## src/rtl/player_motion_ctrl.sv

```systemverilog
// rtl/player_motion_ctrl.sv - 2-axis fixed-point player motion engine with bounds clamp, collision stun and pause
module player_motion_ctrl #(
    parameter int POS_W        = 11,
    parameter int FP_SHIFT     = 6,
    parameter int INITIAL_X    = 280,
    parameter int INITIAL_Y    = 185,
    parameter int X_MIN        = 10,
    parameter int X_MAX        = 556,
    parameter int Y_MIN        = 0,
    parameter int Y_MAX        = 440,
    parameter int ACCEL        = 16,
    parameter int MAX_SPEED    = 128,
    parameter int KNOCK_FRAMES = 4,
    parameter int ENABLE_Y     = 1
) (
    input  logic                    clk,
    input  logic                    reset,
    input  logic                    startOfFrame,
    input  logic                    moveLeft,
    input  logic                    moveRight,
    input  logic                    moveUp,
    input  logic                    moveDown,
    input  logic                    collision,
    input  logic [3:0]              HitEdgeCode,
    input  logic                    pause,
    output logic signed [POS_W-1:0] topLeftX,
    output logic signed [POS_W-1:0] topLeftY,
    output logic                    moving,
    output logic                    stunned
);
    localparam int PW = POS_W + FP_SHIFT + 1;
    localparam int SW = PW + 2;
    localparam int CW = (KNOCK_FRAMES > 1) ? $clog2(KNOCK_FRAMES + 1) : 1;

    localparam logic signed [PW-1:0] X0   = PW'(INITIAL_X << FP_SHIFT);
    localparam logic signed [PW-1:0] Y0   = PW'(INITIAL_Y << FP_SHIFT);
    localparam logic signed [SW-1:0] XLO  = SW'(X_MIN << FP_SHIFT);
    localparam logic signed [SW-1:0] XHI  = SW'(X_MAX << FP_SHIFT);
    localparam logic signed [SW-1:0] YLO  = SW'(Y_MIN << FP_SHIFT);
    localparam logic signed [SW-1:0] YHI  = SW'(Y_MAX << FP_SHIFT);
    localparam logic signed [SW-1:0] ACC1 = SW'(ACCEL);
    localparam logic signed [SW-1:0] ACC2 = SW'(2 * ACCEL);
    localparam logic signed [SW-1:0] VMAX = SW'(MAX_SPEED);
    localparam logic [CW-1:0]        KNOCK = CW'(KNOCK_FRAMES);
    localparam logic [CW-1:0]        ONE   = CW'(1);

    typedef enum logic {RUN, STUN} state_t;

    state_t               state;
    logic signed [PW-1:0] pos_x, pos_y, prev_x, prev_y, spd_x, spd_y;
    logic [CW-1:0]        cnt;
    logic                 col_q;
    logic [3:0]           hit_q;

    logic signed [1:0]    dir_x, dir_y;
    logic signed [PW-1:0] acc_x, acc_y, spd_x_n, spd_y_n, pos_x_n, pos_y_n;
    logic [PW:0]          px_r, py_r;
    logic                 commit, eff_col, hit_x, hit_y;
    logic [3:0]           eff_hit;

    function automatic logic signed [SW-1:0] toward_zero(input logic signed [SW-1:0] s,
                                                         input logic signed [SW-1:0] step);
        logic signed [SW-1:0] r;
        r = '0;
        if (s > step)
            r = s - step;
        else if (s < -step)
            r = s + step;
        return r;
    endfunction

    function automatic logic signed [PW-1:0] next_speed(input logic signed [PW-1:0] s,
                                                        input logic signed [1:0]    d);
        logic signed [SW-1:0] w;
        w = SW'(s);
        if (d == 2'sd0)
            w = toward_zero(w, ACC1);
        else if (d[1] != s[PW-1] && s != '0)
            w = toward_zero(w, ACC2);   // reversal brakes twice as hard
        else begin
            w = d[1] ? w - ACC1 : w + ACC1;
            if (w > VMAX)
                w = VMAX;
            else if (w < -VMAX)
                w = -VMAX;
        end
        return PW'(w);
    endfunction

    // Returns {clamped, new position}
    function automatic logic [PW:0] next_pos(input logic signed [PW-1:0] p,
                                             input logic signed [PW-1:0] v,
                                             input logic signed [SW-1:0] lo,
                                             input logic signed [SW-1:0] hi);
        logic signed [SW-1:0] sum;
        logic [PW:0]          r;
        sum = SW'(p) + SW'(v);
        if (sum < lo)
            r = {1'b1, lo[PW-1:0]};
        else if (sum > hi)
            r = {1'b1, hi[PW-1:0]};
        else
            r = {1'b0, sum[PW-1:0]};
        return r;
    endfunction

    always_comb begin
        dir_x = 2'sd0;
        dir_y = 2'sd0;
        if (state == RUN) begin
            if (moveRight && !moveLeft)
                dir_x = 2'sd1;
            else if (moveLeft && !moveRight)
                dir_x = -2'sd1;
            if (moveDown && !moveUp)
                dir_y = 2'sd1;
            else if (moveUp && !moveDown)
                dir_y = -2'sd1;
        end

        acc_x   = next_speed(spd_x, dir_x);
        px_r    = next_pos(pos_x, acc_x, XLO, XHI);
        pos_x_n = px_r[PW-1:0];
        spd_x_n = px_r[PW] ? '0 : acc_x;

        acc_y   = next_speed(spd_y, dir_y);
        py_r    = next_pos(pos_y, acc_y, YLO, YHI);
        pos_y_n = py_r[PW-1:0];
        spd_y_n = py_r[PW] ? '0 : acc_y;
        if (ENABLE_Y == 0) begin
            pos_y_n = pos_y;
            spd_y_n = '0;
        end

        // A collision on the committing cycle itself belongs to the frame being closed
        commit  = startOfFrame && !pause;
        eff_col = col_q || collision;
        eff_hit = hit_q | (collision ? HitEdgeCode : 4'b0000);
        hit_x   = eff_hit[1] || eff_hit[3] || (eff_hit == 4'b0000);
        hit_y   = eff_hit[0] || eff_hit[2] || (eff_hit == 4'b0000);
    end

    always_ff @(posedge clk) begin
        if (reset) begin
            state  <= RUN;
            pos_x  <= X0;
            pos_y  <= Y0;
            prev_x <= X0;
            prev_y <= Y0;
            spd_x  <= '0;
            spd_y  <= '0;
            cnt    <= '0;
            col_q  <= 1'b0;
            hit_q  <= 4'b0000;
        end else begin
            if (collision) begin
                col_q <= 1'b1;
                hit_q <= hit_q | HitEdgeCode;
            end
            if (commit) begin
                col_q  <= 1'b0;
                hit_q  <= 4'b0000;
                prev_x <= pos_x;
                prev_y <= pos_y;
                if (state == RUN && eff_col) begin
                    pos_x <= prev_x;
                    pos_y <= prev_y;
                    if (hit_x)
                        spd_x <= '0;
                    if (hit_y)
                        spd_y <= '0;
                    cnt   <= KNOCK;
                    state <= STUN;
                end else begin
                    pos_x <= pos_x_n;
                    pos_y <= pos_y_n;
                    spd_x <= spd_x_n;
                    spd_y <= spd_y_n;
                    if (state == STUN) begin
                        if (eff_col)
                            cnt <= KNOCK;
                        else if (cnt == ONE) begin
                            cnt   <= '0;
                            state <= RUN;
                        end else
                            cnt <= cnt - ONE;
                    end
                end
            end
        end
    end

    assign topLeftX = pos_x[FP_SHIFT +: POS_W];
    assign topLeftY = pos_y[FP_SHIFT +: POS_W];
    assign moving   = (spd_x != '0) || (spd_y != '0);
    assign stunned  = (state == STUN);

endmodule
```

## config.mk

```make
export PLATFORM = sky130hd
export DESIGN_NAME = player_motion_ctrl
export DESIGN_NICKNAME = d
export VERILOG_FILES = /design/src/rtl/player_motion_ctrl.sv
export SDC_FILE = /design/constraint.sdc
export NUM_CORES = 1
export LEC_CHECK = 0
export ABC_AREA = 1
export ABC_CLOCK_PERIOD_IN_PS = 12800
export BUFFER_PORTS_ARGS = -buffer_cell sky130_fd_sc_hd__buf_2
export CAP_MARGIN = 20
export CORE_ASPECT_RATIO = 0.9
export CORE_UTILIZATION = 25
export DETAILED_ROUTE_END_ITERATION = 10
export GPL_ROUTABILITY_DRIVEN = 0
export PLACE_DENSITY = 0.42
export SLEW_MARGIN = 20
export SYNTH_ARGS = -nofsm -noshare
export SYNTH_HDL_FRONTEND = slang
export SYNTH_SLANG_ARGS = --single-unit
```

## constraint.sdc

```tcl
create_clock -name clk -period 12.8 [get_ports clk]
set_clock_uncertainty 0.1 [all_clocks]
set_input_delay 1.92 -clock clk [delete_from_list [all_inputs] [get_ports clk]]
set_output_delay 1.92 -clock clk [all_outputs]
set_load 0.1 [all_outputs]
```

### Word level (Yosys, flattened, before mapping)

Index checks and enable logic that the tools add are counted.

* add/sub/neg operators: 11
* $mul: 0
* div/mod/pow operators: 0
* order comparisons: 16
* eq/ne operators: 5
* shift operators: 0
* muxes and demuxes: 45
* bitwise logic cells: 3
* reductions and logical operators: 29

Operators by type and width (count)
* 18-bit two-way mux: 24
* 19-bit two-way mux: 4
* 20-bit by 9-bit > comparator with 1-bit output (second input constant): 2
* 20-bit by 8-bit less-than comparator with 1-bit output (second input constant): 2
* 20-bit two-way mux: 2
* 18-bit by 18-bit adder with 19-bit output: 2
* 18-bit by 6-bit adder with 19-bit output (second input constant): 2
* 18-bit by 6-bit subtractor with 19-bit output (second input constant): 2
* 18-bit by 7-bit adder with 18-bit output (second input constant): 2
* 18-bit by 6-bit > comparator with 1-bit output (second input constant): 2
* 18-bit by 7-bit > comparator with 1-bit output (second input constant): 2
* 18-bit by 5-bit less-than comparator with 1-bit output (second input constant): 2
* 18-bit by 6-bit less-than comparator with 1-bit output (second input constant): 2
* 18-bit nonzero test: 2
* 18-bit by 7-bit subtractor with 18-bit output (second input constant): 2
* 19-bit by 16-bit > comparator with 1-bit output (second input constant): 1
* 19-bit by 17-bit > comparator with 1-bit output (second input constant): 1
* 19-bit by 1-bit less-than comparator with 1-bit output (second input constant): 1
* 19-bit by 11-bit less-than comparator with 1-bit output (second input constant): 1
* 2-bit two-way mux: 6
* 3-bit two-way mux: 4
* 1-bit logical AND: 8
* 4-bit bitwise OR: 2
* 1-bit logical OR: 6
* 13 further kinds: 25

* register bits after elaboration: 117
* latch bits: 0
* bits in writable memories: 0
* bits in read-only memories: 0
* input bits: 13
* output and inout bits: 24
* memories: 0

### Depth between registers and ports, before layout

Gate-level depths: netlist of the first run.

* depth after elaboration: 17
* gate-level depth with buffers: 39
* depth with buffers taken out: 37

### Least setup slack after synthesis of the first run

No wires, ideal clock.

* kind: input to register
* start: in moveDown
* end: reg spd_y[15]
* setup time: 70 ps
* arrival: 5470 ps
* required time: 12630 ps
* path slack: 7160 ps
* stages: 32
* cells stage by stage: inv_1 > ha_1 > inv_1 > nor2_2 > inv_1 > buf_2 > nand2_1 > o21ai_0 > inv_1 > nor2_1 > nand3_1 > nand2_1 > nand3_1 > nand2_1 > inv_1 > nor2_1 > ha_1 > fa_1 > nand3_1 > nand3_1 > nand2_1 > nand2_1 > nand4_1 > nand2_1 > xnor2_1 > nand2_1 > nor2_4 > nand3_2 > nor2_4 > buf_6 > nand2_1 > a21oi_1

* cells in the longest elaborated chain, start to end: 17
* elaborated cells between the ends (all ways): 23
* those cells by class: 1 x add/sub; 4 x order compare; 1 x eq/ne; 12 x mux; 5 x reduce/logical

RTL lines
* start, declared: line 22 `input logic moveDown,`
* 1-bit logical NOT: line 117 `else if (moveUp && !moveDown)`
* 1-bit logical AND: line 117
* 2-bit two-way mux: line 117
* 2-bit two-way mux *: line 115 `if (moveDown && !moveUp)`
* 2-bit two-way mux *: line 110 `if (state == RUN) begin`
* 20-bit two-way mux: line 81 `w = d[1] ? w - ACC1 : w + ACC1;`
* 20-bit by 8-bit less-than comparator with 1-bit output: line 84 `else if (w < -VMAX)`
* 18-bit two-way mux: line 84
* 18-bit two-way mux: line 82 `if (w > VMAX)`
* 18-bit two-way mux: line 78 `else if (d[1] != s[PW-1] && s != '0)`
* 18-bit two-way mux *: line 76 `if (d == 2'sd0)`
* 18-bit by 18-bit adder with 19-bit output: line 97 `sum = SW'(p) + SW'(v);`
* 19-bit by 16-bit > comparator with 1-bit output: line 100 `else if (sum > hi)`
* 19-bit two-way mux: line 100
* 19-bit two-way mux: line 98 `if (sum < lo)`
* 18-bit two-way mux *: line 129 `spd_y_n = py_r[PW] ? '0 : acc_y;`
* 18-bit two-way mux *: line 165 `if (state == RUN && eff_col) begin`
* end signal, assigned: line 178 `spd_y <= spd_y_n;`
* end, declared: line 50 `logic signed [PW-1:0] pos_x, pos_y, prev_x, prev_y, spd_x, spd_y;`

Mark *: on every way between the ends. The rest lies on a longest branch, timed or not.
A chain may end at the register's enable or synchronous reset.

### Worst setup path after layout of the first run

* start: in moveLeft
* end: reg pos_x[10]

* cells in the longest elaborated chain, start to end: 15
* elaborated cells between the ends (all ways): 22
* those cells by class: 1 x add/sub; 4 x order compare; 1 x eq/ne; 11 x mux; 5 x reduce/logical

RTL lines
* start, declared: line 19 `input logic moveLeft,`
* 1-bit logical AND / 1-bit logical NOT (equally long branches): line 113, 111
* 2-bit two-way mux / 1-bit logical AND (equally long branches): line 113, 111
* 2-bit two-way mux *: line 111 `if (moveRight && !moveLeft)`
* 2-bit two-way mux *: line 110
* 20-bit two-way mux: line 81
* 20-bit by 8-bit less-than comparator with 1-bit output: line 84
* 18-bit two-way mux: line 84
* 18-bit two-way mux: line 82
* 18-bit two-way mux: line 78
* 18-bit two-way mux *: line 76
* 18-bit by 18-bit adder with 19-bit output *: line 97
* 19-bit by 17-bit > comparator with 1-bit output: line 100
* 19-bit two-way mux: line 100
* 19-bit two-way mux *: line 98
* 18-bit two-way mux *: line 165
* end signal, assigned: line 166 `pos_x <= prev_x;`
* end signal, assigned: line 175 `pos_x <= pos_x_n;`
* end, declared: line 50

Marks and branches as above.

==> metrics.md, run 1 <==
| Metric | Value |
|---|---|
| Relative slew slack | 36.93% |
| CP Class | in2reg |
| Count of final setup violators | 0 |
| Drt first-iter violations | 1023 |
| # nets final | 1962 |
| Gr ovfl total | 0 |
| Setup WS post-layout | 5.403 ns |
| Clk sinks | 117 |
| Gr usage total | 18.65% |
| Number of buffers added on ports | 36 |
| Post-CTS Setup Inserts | 0 |
| TritonCTS clock tree | done |
| Startpoint types | input port |
| Largest vdd supply drop | 93.46 uV |
| Actual slew at the worst max-slew pin | 0.9426 ns |
| Clock transition at path regs | 0.06 ns |
| Synth top area share | 20.81% |
| Hold slack | 0.3523 ns |
| Seq/Total Area, Yosys | 20.81% |
| Starting Density | 25.41% |
| Count of mapped cells out of synthesis | 1917 |
| Yosys warns | 0 |
| Post-route setup TNS | 0 ns |
| Initial antenna violation count | 0 |
| Leak | 5.769 nW |
| DRC | 0 |
| Clk buf depth | 2 |
| Multi-input gate area | 7629 um2 |
| Required @ worst endpoint | 13.06 ns |
| Mapped Area | 11260 um2 |
| Layout cells sized above 1 | 6.470% |
| First-pass GRT wire length | 66700 um |
| Worst path arrival time | 7.65 ns |
| DR pass1 iterations | 5 |
| Vert. Die Dim | 203.3 um |
| EDFF count, synth | 0 |
| Critical Path Fanout Max | 21 |
| Main synth FF type | dfxtp_1 |
| CTS H-tree lvls | 4 |
| Adder-Cell Fraction of Synth Area | 6.580% |
| Synth async-reset ratio | 0% |
| Min-delay worst type | reg2reg |
| Compound-Gate Fraction of Synth Area | 17.16% |
| DR vias/cell | 4.974 |
| Fill cell count | 5021 |
| # Max-Cap Violations | 0 |
| Cell taking the most area after synthesis | dfxtp_1 |
| Flip-flop and latch area | 2342 um2 |
| Core area | 44300 um2 |
| Hold-fix buffers, CTS | 0 |
| Fraction of synthesized cell area in xor and xnor cells | 4.435% |
| Full die area | 45880 um2 |
| Final WL | 42080 um |
| RSZ-0062 raised after global routing | false |
| Fmax | 135.2 MHz |
| Top area cells in the synthesized netlist | dfxtp_1 21%, nand2_1 19%, nand3_1 7.2% |
| Final hold vios | 0 |
| Die X-Extent | 225.7 um |
| Worst skew pair latency | 0.42 ns |
| Min cycle time layout | 7.397 ns |
| Final worst-path cycle share | 57.79% |
| #FFs+latches synth | 117 |
| Root Driver | clkbuf_16 |
| Via count | 12440 |
| PwrDens | 122.4 nW/um2 |
| Post-CTS sizing | 0 |
| Largest family of logic cells by synthesized area | simple AND/OR/NAND/NOR gates |
| Simple-gate share of the synthesized area | 39.44% |
| Top Ports | 37 |
| Average cell area after synthesis | 5.872 um2 |
| Multiplexer share of the synthesized area | 0% |
| Ant diodes | 0 |
| WL per Instance | 16.82 um |
| Pin count of the biggest net entering global routing | 56 |
| Setup WS pre-CTS | 4.941 ns |
| Endpoint type of the worst setup path | flip-flop |
| Row count | 73 |
| Net Count, Synth | 1988 |
| TritonCTS buffer count | 17 |
| Status | finished, final reports clean |
| Antenna-violating nets left | 0 |
| Vias in the first global route | 11610 |
| Crit-path most repeated cell | nand2_1 |
| Area Overhead vs Synth | 9.681% |
| Worst path slowest cell | nor2_1 |
| Max Slew Vio Count | 0 |
| DP Wirelength | 32890 um |
| Distinct cells, synth | 53 |
| Max incr delay on CP | 0.64 ns |
state kept, by name (all words and copies together), names as in the netlist, 3 cells and up:
signal and flops:
cnt 3, hit_q 4, pos_x 18, pos_y 18, prev_x 18, prev_y 18, spd_x 18, spd_y 18
kinds of logic after synthesis:
kind of cell             count (synthesis)
XOR/XNOR                                57
AND/OR/NAND/NOR                       1038
flip-flops                             117
adder cells (fa/ha/maj)                 58
AO/OA/AOI/OAI                          343
buffers and inverters                  304
layout by cell type, fill, tap and decap left out, types with 46 or more instances in the layout:
| master | n |
|---|---|
| nand2_1 | 559 |
| inv_1 | 209 |
| ha_1 | 56 |
| xor2_1 | 46 |
| nand3_1 | 162 |
| nor2_1 | 203 |
| dfxtp_1 | 117 |
| a21oi_1 | 133 |
| o21ai_0 | 126 |
per-stage QoR:
step,instances,total power [mW],cell area [um2],util (%)
final,2501,1.512,12350,27.87
after global placement,2471,1.051,11760,26.56
after detailed placement,2471,1.044,11760,26.56
after floorplan,1917,0.8772,11260,-
after CTS,2500,1.517,12330,27.83
after global routing,2501,1.615,12350,27.87
routing by layer:
| layer | track usage [%] | part of all wire [%] |
|---|---|---|
| met1 | 27.69 | 51 |
| met2 | 28.31 | 42 |
| met3 | 2.132 | 5.1 |
| met4 | 4.543 | 1.6 |
| met5 | 0 | 0 |
cell usage after synthesis, types with 13 or more instances:
library cell,number
nand2_1,559
inv_1,209
nor2_1,206
nand3_1,162
a21oi_1,133
o21ai_0,126
dfxtp_1,117
ha_1,56
xor2_1,46
nand4_1,36
buf_4,31
clkbuf_1,30
a31oi_1,25
buf_2,22
nor3_1,15
a22o_1,14
nand3b_1,13
power breakdown:
part	switching (mW)	total (mW)	internal [mW]	leakage (nW)
sequential	0.0208	0.399	0.378	0.951
clock	0.174	0.466	0.292	0.270
combinational	0.469	0.646	0.177	4.55
critical path: cells and delay by family:
kind | cells | cell delay (ns)
xor gates and xnor gates | 1 | 0.37
adders and majority gates | 2 | 0.62
AOI/OAI and AO/OA | 4 | 0.67
buffers and inverters | 5 | 1.35
and+or+nand+nor | 14 | 2.68
layout make-up:
cell class / instances / area share [%]
inverters: 215 / 6.557
clock inverters: 9 / 0.8614
flip-flops and latches: 117 / 18.97
multi-input cells: 1496 / 61.79
well taps: 600 / 6.080
clock buffers: 20 / 3.699
repair buffers: 44 / 2.047
worst paths after layout:
check | from | endpoint | slack [ns] | cells past startpoint
setup reg to reg | stunned | pos_x[10] | 6.40 | 25
setup / recovery | moveLeft | pos_x[10] | 5.40 | 26
hold reg to reg | prev_x[14] | prev_x[14] | 0.35 | 2
hold / removal | prev_x[14] | prev_x[14] | 0.35 | 2
(Power assumes the default switching activity.)
==> inputs of run 2 (changes only) <==
ABC_AREA = 0   (was 1)
ABC_CLOCK_PERIOD_IN_PS = 6150   (was 12800)
PLACE_DENSITY = 0.43   (was 0.42)
clock period = 6.15 ns   (was 12.8 ns; I/O delays follow)
==> metrics.md, run 2 <==
| Metric | Value |
|---|---|
| DRC | 0 (unchanged) |
| Root Driver | clkbuf_16 |
| Vert. Die Dim | 196.4 um (-3.4%) |
| Vias in the first global route | 11560 (-0.40%) |
| RSZ-0062 raised after global routing | true |
| Count of mapped cells out of synthesis | 1441 (-25%) |
| Hold path startpoint | prev_x[11] |
| Fmax | 164.3 MHz |
| Hold-fix buffers, CTS | 0 (unchanged) |
| Min-delay worst type | reg2reg |
| Synth async-reset ratio | 0% (unchanged) |
| TritonCTS buffer count | 17 (unchanged) |
| Top area cells in the synthesized netlist | dfxtp_1 22%, ha_1 6.7%, nand2_1 5.6% |
| Top Ports | 37 (unchanged) |
| Cell taking the most area after synthesis | dfxtp_1 |
| Initial antenna violation count | 0 (unchanged) |
| Max Slew Vio Count | 0 (unchanged) |
| Largest vdd supply drop | 234.3 uV (+150%) |
| Yosys warns | 0 (unchanged) |
| Worst path arrival time | 6.35 ns (-1.30 ns) |
| Status | finished, final reports clean |
| Leak | 6.311 nW (+9.4%) |
| Starting Density | 25.62% (+0.21 points) |
| PwrDens | 243.6 nW/um2 (+99%) |
| Pin count of the biggest net entering global routing | 72 (+29%) |
| Min cycle time layout | 6.087 ns |
| Mapped Area | 10500 um2 (-6.7%) |
| Via count | 12250 (-1.5%) |
| Seq/Total Area, Yosys | 22.30% (+1.5 points) |
| Non-filler instance count after layout | 2269 (-9.3%) |
| Drt first-iter violations | 1142 (+12%) |
| WL per Instance | 18.61 um (+11%) |
| Most frequent cell after synthesis | nand2_1 |
| Crit-path most repeated cell | buf_6 |
| Count of final setup violators | 0 (unchanged) |
| Clk sinks | 117 (unchanged) |
| TritonCTS clock tree | done |
| Required @ worst endpoint | 6.41 ns (-6.65 ns) |
| Switching part of the total | 38.91% (-5.0 points) |
| Core area | 40990 um2 (-7.5%) |
| Gr usage total | 19.34% (+0.70 points) |
| Clock transition at path regs | 0.06 ns (about the same) |
| Commonest cells post-synth | 157 x nand2_1, 117 x dfxtp_1, 117 x nor2_1 |
| CP Class | in2reg |
| Distinct cells, synth | 82 (+55%) |
| Comb pwr share | 48.7% (+5.9 points) |
| Total power draw | 3.625 mW (+140%) |
| Final hold vios | 0 (unchanged) |
| Critical Path Fanout Max | 8 (-62%) |
| Clock Power Share | 28.6% (-2.2 points) |
| CTS H-tree lvls | 4 (unchanged) |
| Main synth FF type | dfxtp_1 |
| Startpoint types | input port |
| Layout cells sized above 1 | 32.39% (+26 points) |
| First-pass GRT wire length | 65480 um (-1.8%) |
| Crit. Startpoint | moveRight |
| Number of buffers added on ports | 36 (unchanged) |
| #FFs+latches synth | 117 (unchanged) |
| Net Count, Synth | 1512 (-24%) |
| Row count | 70 (-4.1%) |
| R2r endpoint | spd_x[8] |
| Dpl cells | 2211 (-11%) |
| Relative slew slack | 29.80% (-7.1 points) |
| EDFF count, synth | 0 (unchanged) |
| Hold slack | 0.3553 ns (+0.002940 ns) |
| Ant diodes | 0 (unchanged) |
| Flop pwr share | 22.7% (-3.7 points) |
| Synth top area share | 22.30% (+1.5 points) |
| Worst R2R Setup Slack | 0.09 ns (-6.31 ns) |
| Clk buf depth | 2 (unchanged) |
| Most frequent cells in the layout | 323 x buf_4, 157 x nand2_1, 112 x nor2_1 |
| Area Overhead vs Synth | 41.74% |
| Switching power total | 1.411 mW (+110%) |
| Final WL | 42220 um (+0.35%) |
| Gr ovfl total | 0 (unchanged) |
| Max incr delay on CP | 0.53 ns (-0.11 ns) |
| Full die area | 42830 um2 (-6.7%) |
| Worst path slowest cell | or4_4 |
| Commonest non-fill, non-tap cell in the layout | buf_4 |
| DR pass1 iterations | 7 (+2) |
| Worst skew pair latency | 0.43 ns (about the same) |
| Actual slew at the worst max-slew pin | 1.052 ns (+0.1093 ns) |
| FF-to-FF Start | spd_x[7] |
| # nets final | 1788 (-8.9%) |
| FF-to-FF path depth | 24 (-4.0%) |
| Antenna-violating nets left | 0 (unchanged) |
| Endpoint type of the worst setup path | flip-flop |
| WHS Endpoint | prev_x[11] |
| Hold path cells | 2 (unchanged) |
| Die X-Extent | 218.0 um (-3.4%) |
| Final worst-path cycle share | 98.98% |
| DP Wirelength | 31990 um (-2.7%) |
| DR vias/cell | 5.400 (+8.6%) |
| # Max-Cap Violations | 0 (unchanged) |
| Average cell area after synthesis | 7.288 um2 (+24%) |
| Int Power | 2.215 mW (+160%) |
run 2: cell count changes after synthesis, moves of 29 or more:
cell,delta
nor2_1,-89
a221oi_1,+29
inv_1,-171
nor3_1,+42
o21ai_0,-61
nand3_1,-97
nand2_1,-402
clkbuf_1,+51
run 2: timing repair:
item                                    CTS  global route
pin swaps                                12            47
endpoints found under the setup margin   59            60
gates cloned                              1             2
endpoints found under the hold margin     0             0
resized for setup                        46           125
setup buffers                             5            19
run 2: per-layer routing:
metal | vias to the layer above | wire length, um | global-route usage, %
met3 | 63 | 2447 | 3.596
met1 | 5891 | 21550 | 29.21
met2 | 343 | 17410 | 27.51
met4 | 0 | 816 | 5.102
li1 | 5955 | - | -
met5 | - | 0 | 0
run 2: worst max path at each step:
stage	endpoint	slack (ns)
global route	spd_x[2]	-0.13
floorplan	spd_y[8]	-0.01
global placement	spd_y[12]	-0.88
finish	spd_x[8]	0.06
CTS	pos_y[6]	0.0001
detailed placement	spd_y[14]	-0.88
run 2: power groups by stage:
| stage | Combinational, mW | Sequential (mW) | Clock, mW |
|---|---|---|---|
| global route | 1.91 | 0.828 | 1.09 |
| detailed placement | 1.61 | 0.839 | 0 |
| global placement | 1.61 | 0.839 | 0 |
| CTS | 1.65 | 0.823 | 1.06 |
| finish | 1.77 | 0.824 | 1.04 |
| floorplan | 0.953 | 0.824 | 0 |
run 2: final cells by class:
class | count | area, um2
Timing Repair Buffer | 377 | 2900
Sequential cell | 117 | 2365
Multi-Input combinational cell | 1165 | 8199
Clock inverter | 11 | 151.4
Fill cell | 4335 | 26110
Inverter | 39 | 146.4
Clock buffer | 20 | 446.7
Tap cell | 540 | 675.6
run 2: kinds of logic (layout without fill, tap and decap cells):
family                   after synthesis  in the layout  synth area share (%)
AND/OR/NAND/NOR                      578            578                 27.19
AO/OA/AOI/OAI                        456            456                 30.57
buffers and inverters                159            447                 6.636
XOR/XNOR                              62             62                 5.171
multiplexers                          11             11                 1.072
flip-flops                           117            117                 22.30
adder cells (fa/ha/maj)               58             58                 7.053
run 2: per-stage QoR:
| stage | util (%) | area (um2) | setup WS, ns | setup TNS (ns) |
|---|---|---|---|---|
| 5_1_grt | 36.31 | 14880 | -0.1328 | -2.563 |
| 3_3_place_gp | 32.37 | 13270 | -0.8751 | -47.13 |
| 3_5_place_dp | 32.39 | 13280 | -0.8750 | -48.10 |
| 4_1_cts | 34.41 | 14100 | 0.0001257 | 0 |
| 6_report | 36.31 | 14880 | 0.06252 | 0 |
| 2_1_floorplan | - | 10530 | -0.01141 | -0.01141 |
run 2: worst max-delay path, delay by kind of cell:
kind	cells	cell delay [ns]
AND/OR/NAND/NOR	10	2.44
AO/OA/AOI/OAI	6	1.30
buffers and inverters	7	0.77
adder cells (fa/ha/maj)	3	0.73
XOR/XNOR	1	0.17
